==> config.mk <==
export PLATFORM = sky130hd
export DESIGN_NAME = bin2bcd_seq
export DESIGN_NICKNAME = d
export VERILOG_FILES = /design/src/rtl/vis_pkg.sv /design/src/rtl/bcd_add3.sv /design/src/rtl/bin2bcd_seq.sv
export SDC_FILE = /design/constraint.sdc
export NUM_CORES = 1
export LEC_CHECK = 0
export BUFFER_PORTS_ARGS = -buffer_cell sky130_fd_sc_hd__buf_2
export CAP_MARGIN = 20
export CORE_ASPECT_RATIO = 0.5
export CORE_UTILIZATION = 40
export CTS_CLUSTER_SIZE = 25
export DETAILED_ROUTE_END_ITERATION = 10
export PLACE_DENSITY = 0.54
export SKIP_LAST_GASP = 1
export SYNTH_ARGS = -nofsm -noshare
export SYNTH_HDL_FRONTEND = slang
export SYNTH_SLANG_ARGS = --single-unit
==> constraint.sdc <==
create_clock -name clk -period 2.6 [get_ports clk]
set_input_delay 0.78 -clock clk [delete_from_list [all_inputs] [get_ports clk]]
set_output_delay 0.78 -clock clk [all_outputs]
set_load 0.02 [all_outputs]
==> src/rtl/vis_pkg.sv <==
// Shared definitions for the display-path converters: FSM state encoding and BCD sizing.
package vis_pkg;

  typedef enum logic [1:0] {
    IDLE  = 2'd0,
    SHIFT = 2'd1,
    DONE  = 2'd2
  } state_t;

  localparam int BCD_MAX = 9999;
  localparam int NDIG    = 4;
  localparam int BCD_W   = 16;

endpackage

==> src/rtl/bcd_add3.sv <==
// Double-dabble nibble correction: adds 3 to any digit >= 5 before the next left shift.
module bcd_add3 (
  input  logic [3:0] x,
  output logic [3:0] y
);

  assign y = (x >= 4'd5) ? x + 4'd3 : x;

endmodule

==> src/rtl/bin2bcd_seq.sv <==
// Sequential binary-to-BCD converter (shift-and-add-3), one bit per clock, saturating at 9999.
//
// state | meaning
// IDLE  | waiting for start; dat/ovf hold the last result
// SHIFT | one double-dabble step per cycle, W_BIN cycles
// DONE  | publish dat/ovf, pulse done, drop busy
module bin2bcd_seq
  import vis_pkg::*;
#(
  parameter int W_BIN = 14
) (
  input  logic             clk,
  input  logic             rst_n,
  input  logic             start,
  input  logic [W_BIN-1:0] bin,
  output logic [15:0]      dat,
  output logic             busy,
  output logic             done,
  output logic             ovf
);

  localparam int          CW    = $clog2(W_BIN + 1);
  localparam logic [31:0] MAX_V = BCD_MAX;

  state_t             state;
  logic [W_BIN-1:0]   sh;
  logic [W_BIN-1:0]   bin_lat;
  logic [BCD_W-1:0]   acc;
  logic [BCD_W-1:0]   acc_adj;
  logic [CW-1:0]      cnt;
  logic               sat;

  for (genvar g = 0; g < NDIG; g++) begin : g_dig
    bcd_add3 u_add3 (
      .x (acc[4*g +: 4]),
      .y (acc_adj[4*g +: 4])
    );
  end

  // Saturation looks at the captured value so a changing bin input cannot disturb it.
  assign sat = 32'(bin_lat) > MAX_V;

  always_ff @(posedge clk or negedge rst_n) begin
    if (!rst_n) begin
      state   <= IDLE;
      sh      <= '0;
      bin_lat <= '0;
      acc     <= '0;
      cnt     <= '0;
      dat     <= 16'h0000;
      busy    <= 1'b0;
      done    <= 1'b0;
      ovf     <= 1'b0;
    end else begin
      done <= 1'b0;
      case (state)
        IDLE: begin
          if (start) begin
            sh      <= bin;
            bin_lat <= bin;
            acc     <= '0;
            cnt     <= CW'(W_BIN);
            busy    <= 1'b1;
            state   <= SHIFT;
          end
        end
        SHIFT: begin
          // Carry out of the top digit is dropped; only reachable when saturating.
          acc <= BCD_W'({acc_adj, sh[W_BIN-1]});
          sh  <= sh << 1;
          cnt <= cnt - CW'(1);
          if (cnt == CW'(1)) begin
            state <= DONE;
          end
        end
        DONE: begin
          ovf   <= sat;
          dat   <= sat ? 16'h9999 : acc;
          done  <= 1'b1;
          busy  <= 1'b0;
          state <= IDLE;
        end
        default: state <= IDLE;
      endcase
    end
  end

endmodule
* After elaboration in Yosys (flattened, before gate mapping)
Cells that the tools add are included.
** Word-level totals
- Bits of input ports :: 17
- Word-level logic and storage cells :: 48
- Output and inout port bits :: 19
- Bits in registers :: 69
** Cells by class
- Eq/ne operators :: 5
- Add/subtract/negate cells :: 5
- Magnitude comparators :: 5
- Multiplexer cells :: 17
- Reduce and logical (&&, ||, !) cells :: 7
** Operators with widths (count)
- $mux 16 :: 2
- $pmux 16 s2 :: 1
- $pmux 14 s2 :: 1
- $ge 4x3->1 const B :: 4
- $mux 4 :: 4
- $gt 14x14->1 const B :: 1
- $mux 14 :: 1
- $add 4x2->4 const B :: 3
- $pmux 4 s2 :: 1
- $reduce_and 2->1 :: 4
- $eq 4x1->1 const B :: 1
- $mux 2 :: 2
- $ne 2x2->1 const B :: 2
- $pmux 2 s2 :: 1
- $reduce_bool 2->1 :: 2
- $sub 4x1->4 const B :: 1
- $add 3x2->3 const B :: 1
- $mux 3 :: 1
- $eq 2x1->1 const B :: 1
- $eq 2x2->1 const B :: 1
- $logic_not 2->1 :: 1
- $mux 1 :: 2
- $pmux 1 s2 :: 1

* Longest topological paths before layout
- Depth in word-level cells :: 3
- Mapped depth :: 6
- Mapped depth without buffers :: 6

* By module
A second synthesis with hierarchy kept.
** Unflattened totals
- Cell total of the unflattened synthesis :: 320
- Area, all modules :: 3121.7 µm²
** By module, submodules not included
- bin2bcd_seq :: sequential area each 1626.6 µm², instances 1, cells an instance 256, area each 2716.4 µm²
- bcd_add3 :: sequential area each 0.0 µm², instances 4, cells an instance 16, area each 101.3 µm²

* Worst setup path before layout
OpenSTA, ideal clock, no wires.
- Path type :: input to register
- From :: input port start
- To :: register bin_lat[10]
- Path buffers :: 2
- Setup time :: 0.127 ns
- Data arrival time :: 1.542 ns
- Slack :: 0.931 ns
- Stages :: 4
- Required time :: 2.473 ns
- Cells stage by stage :: nor3b_1 buf_4 buf_6 mux2_1
** On the way
- Word-level cells in the longest chain between the ends :: 1
** RTL lines
- start, declared :: RTL line bin2bcd_seq.sv:14 : input logic start,
- $reduce_and 2->1 (no source line)
- end signal, assigned :: RTL line bin2bcd_seq.sv:60 : bin_lat <= bin;
- end, declared :: RTL line bin2bcd_seq.sv:27 : logic [W_BIN-1:0] bin_lat;
Every way passes these cells.
A chain may end at the register's enable or synchronous reset.

* Worst setup path after layout
- From :: register acc[4]
- To :: register acc[6]
** On the way
- Word-level cells in the longest chain between the ends :: 3
- Elaborated cells on any way between the ends :: 4
- Classes of those cells :: 1 x add/sub; 1 x order compare; 2 x mux
** RTL lines
- start, declared :: RTL line bin2bcd_seq.sv:28 : logic [BCD_W-1:0] acc;
- start signal, assigned :: RTL line bin2bcd_seq.sv:69 : acc <= BCD_W'({acc_adj, sh[W_BIN-1]});
- $add 4x2->4 / $ge 4x3->1 (equally long branches) :: RTL line bcd_add3.sv:7 : assign y = (x >= 4'd5) ? x + 4'd3 : x;
- $mux 4 (*) :: RTL line bcd_add3.sv:7
- $pmux 16 s2 (*) :: RTL line bin2bcd_seq.sv:56 : case (state)
Mark *: on every way between the ends. The rest lies on a longest branch, timed or not.

==> flow_summary_export.csv <==
group,metric,value,unit
synth,syn_inst,286,
placed_design,io_buffers,35,
clock_network,cts_tree,"built",
final_layout,drive_gt1_frac,0.202,
clock_network,clock_sinks,65,
clock_network,cts_made_buffers,9,
synth,synthAdderAreaFrac,0.0422,
worst_setup_path,cp.arrival,1.92,ns
die,chipWidth,124,um
global_routing,grt_pass1_vias,2184,
die,start_util,0.429,
sta,fin_tns_setup,0,ns
power,switching_share,0.355,
final_layout,diodes,0,
final_layout,finish.instance_area,3480,um^2
route,wirelength,5830,um
die,num_rows,21,
sta,setup_viol,0,
sta,period_needed,1.71,ns
die,core_area,6910,um^2
synth,synth_area,2970,um^2
worst_setup_path,cp_max_fo,4,
synth,synth.avg_cell_area,10.4,um^2
power,leakage,1.67,nW
sta,relSlewSlack,0.295,
power,powerDensity,1220,nW/um^2
worst_setup_path,critPathCaptureType,"register",
sta,post-route-period-util,0.657,
power,clock_power_share,0.248,
clock_network,cts_setup_buffers,0,
clock_network,cts_max_level,3,
clock_network,cts_hold_buffers,0,
power,p_int,2.75,mW
flow_run,cap_violations,0,
route,avgViaCountPerCell,5.04,
clock_network,cts-root-buf,"clkbuf_16",
clock_network,cts.clk_slew.worst_paths,0.05,ns
power,seqPwrFrac,0.405,
sta,hold_viol_final,0,
synth,yosysUniqueCellTypes,38,
sta,rsz0062_at_grt,"no",
die,dieHeight,62.9,um
clock_network,clockBufferDepth,2,
synth,synth_top_area_frac,0.549,
synth,muxShareOfSynthArea,0.0527,
global_routing,grt_overflow,0,
global_routing,grt_pass1_wl,10300,um
final_layout,final_common_cell,"nand2_1",
synth,synth_compound_area_frac,0.139,
route,drc,0,
placed_design,gp_congestion,0.741,
die,die_area,7780,um^2
sta,clock_skew,0.00483,ns
power,combPwrFrac,0.347,
synth,synthSimpleGateAreaFrac,0.149,
global_routing,antenna_found_initial,0,
sta,slew_viol_final,0,
placed_design,dpl_cell_area,3220,um^2
worst_setup_path,crit_type,"register to register",
route,first_pass_iters,4,
synth,yosysWarnings,0,
synth,synth-xor-area-share,0.0207,
worst_setup_path,r2r_cells,6,
power,p_switching,1.51,mW
route,vias,2082,
die,top_level_ports,36,
synth,yosys.area.top_type,"dfrtp_1",
route,ant_nets,0,
placed_design,dp_hpwl,3840,um
synth,ys_ff_latch,65,
clock_network,postCtsResizedCells,0,
sta,worst_slew_pin_slew,1.06,ns
min_path,hp-class,"input port to async pin",
route,first_iter_violations,106,
final_layout,layout.nets,347,
synth,syn_nets,313,
synth,synth_area_leaders,"dfrtp_1 (55%), nand2_1 (9.4%), mux2_1 (4.6%)",
worst_setup_path,worst_setup_path_start_kind,"register",
power,max-vdd-ir-drop,0.432,mV
worst_setup_path,critPathRequiredTime,2.82,ns
clock_network,clk_latency,0.32,ns
synth,yosysSeqAreaShare,0.549,
global_routing,grt_max_degree,56,
status,status,"finished, final reports clean",
final_layout,n_fill_cell,659,
final_layout,syn_to_final_growth,17.3,%
route,wire_per_inst,14.1,um
sta,fmax,586,MHz
global_routing,grt.total_usage,0.176,
synth,synth_top_family_by_area,"simple AND/OR/NAND/NOR gates",
final_layout,final_cell_mix,"nand2_1 (74), dfrtp_1 (65), buf_2 (35)",
## routing by layer
metal / track usage / vias up / part of all wire
li1: - / 1044 / -
met1: 0.229 / 986 / 0.50
met2: 0.272 / 42 / 0.44
met3: 0.0620 / 10 / 0.041
met4: 0.0587 / 0 / 0.014
met5: 0 / - / 0
## cells by family (layout without fill, tap and decap cells)
family,Yosys count,in the layout
xor+xnor,7,7
fa+ha+maj,10,10
buf+inv,28,63
compound gates,59,59
simple gates,103,103
mux,14,14
flops,65,65
## power groups by stage
stage / Sequential [mW] / Clock [mW] / Combinational, mW
detailed placement: 1.74 / 0 / 1.49
floorplan: 1.80 / 0 / 1.05
global placement: 1.73 / 0 / 1.45
finish: 1.73 / 1.06 / 1.48
CTS: 1.73 / 1.09 / 1.50
global route: 1.79 / 1.14 / 1.69
## flip-flops by register name (all words and copies together), names as in the netlist
register and count:
cnt 4, ovf 1, dat 16, bin_lat 10, state 2, acc 16, busy 1, done 1
sh 14
## cell usage after synthesis (all sizes together)
cell type / instances
ha: 10
inv: 12
o22ai: 7
dfrtp: 65
mux2: 13
nand3: 10
nor2: 3
xor2: 3
o21ai: 11
clkbuf: 1
and3: 1
a31oi: 2
nor2b: 1
o211ai: 4
nor4: 1
xnor2: 4
o31ai: 1
o2bb2ai: 1
a22oi: 13
buf: 15
mux2i: 1
a21oi: 13
o21bai: 1
o32ai: 3
nor3b: 2
a211oi: 2
nand2: 74
and2: 1
a22o: 1
nor3: 5
nand2b: 5
## stage by stage
stage	instances	hold WS, ns	util	power (mW)	setup WS (ns)
after floorplan	286	0.439	-	2.85	0.931
after global placement	401	0.453	0.466	3.17	0.714
after detailed placement	401	0.459	0.466	3.23	0.669
after CTS	413	0.326	0.504	4.32	0.892
after global routing	413	0.329	0.504	4.62	0.708
final	413	0.325	0.504	4.26	0.893
## path summary, 6_finish.rpt
check                       start  endpoint  slack [ns]
min in group clk            sh[8]     sh[8]        0.46
max in group asynchronous   rst_n   dat[14]        1.70
max                        acc[4]    acc[6]        0.89
max reg2reg                acc[4]    acc[6]        0.89
min                         rst_n       ovf        0.33
min reg2reg                 sh[8]     sh[8]        0.46
## worst max-delay path, cell delays in order, from the launching register on
cell,delay [ns]
dfrtp_1,0.41
inv_1,0.13
ha_1,0.21
nand2b_1,0.07
a21oi_1,0.29
mux2_2,0.38
o22ai_1,0.11
## final cells by class
cell class | instances | area (um^2) | share of cell area
timing repair buffer | 39 | 230 | 0.0662
clock buffer | 11 | 253 | 0.0726
clock inverter | 1 | 5.00 | 0.00144
sequential | 65 | 1630 | 0.467
inverter | 12 | 45.0 | 0.0129
tap | 92 | 115 | 0.0331
multi-input combinational | 193 | 1200 | 0.346
(Power assumes the default switching activity.)
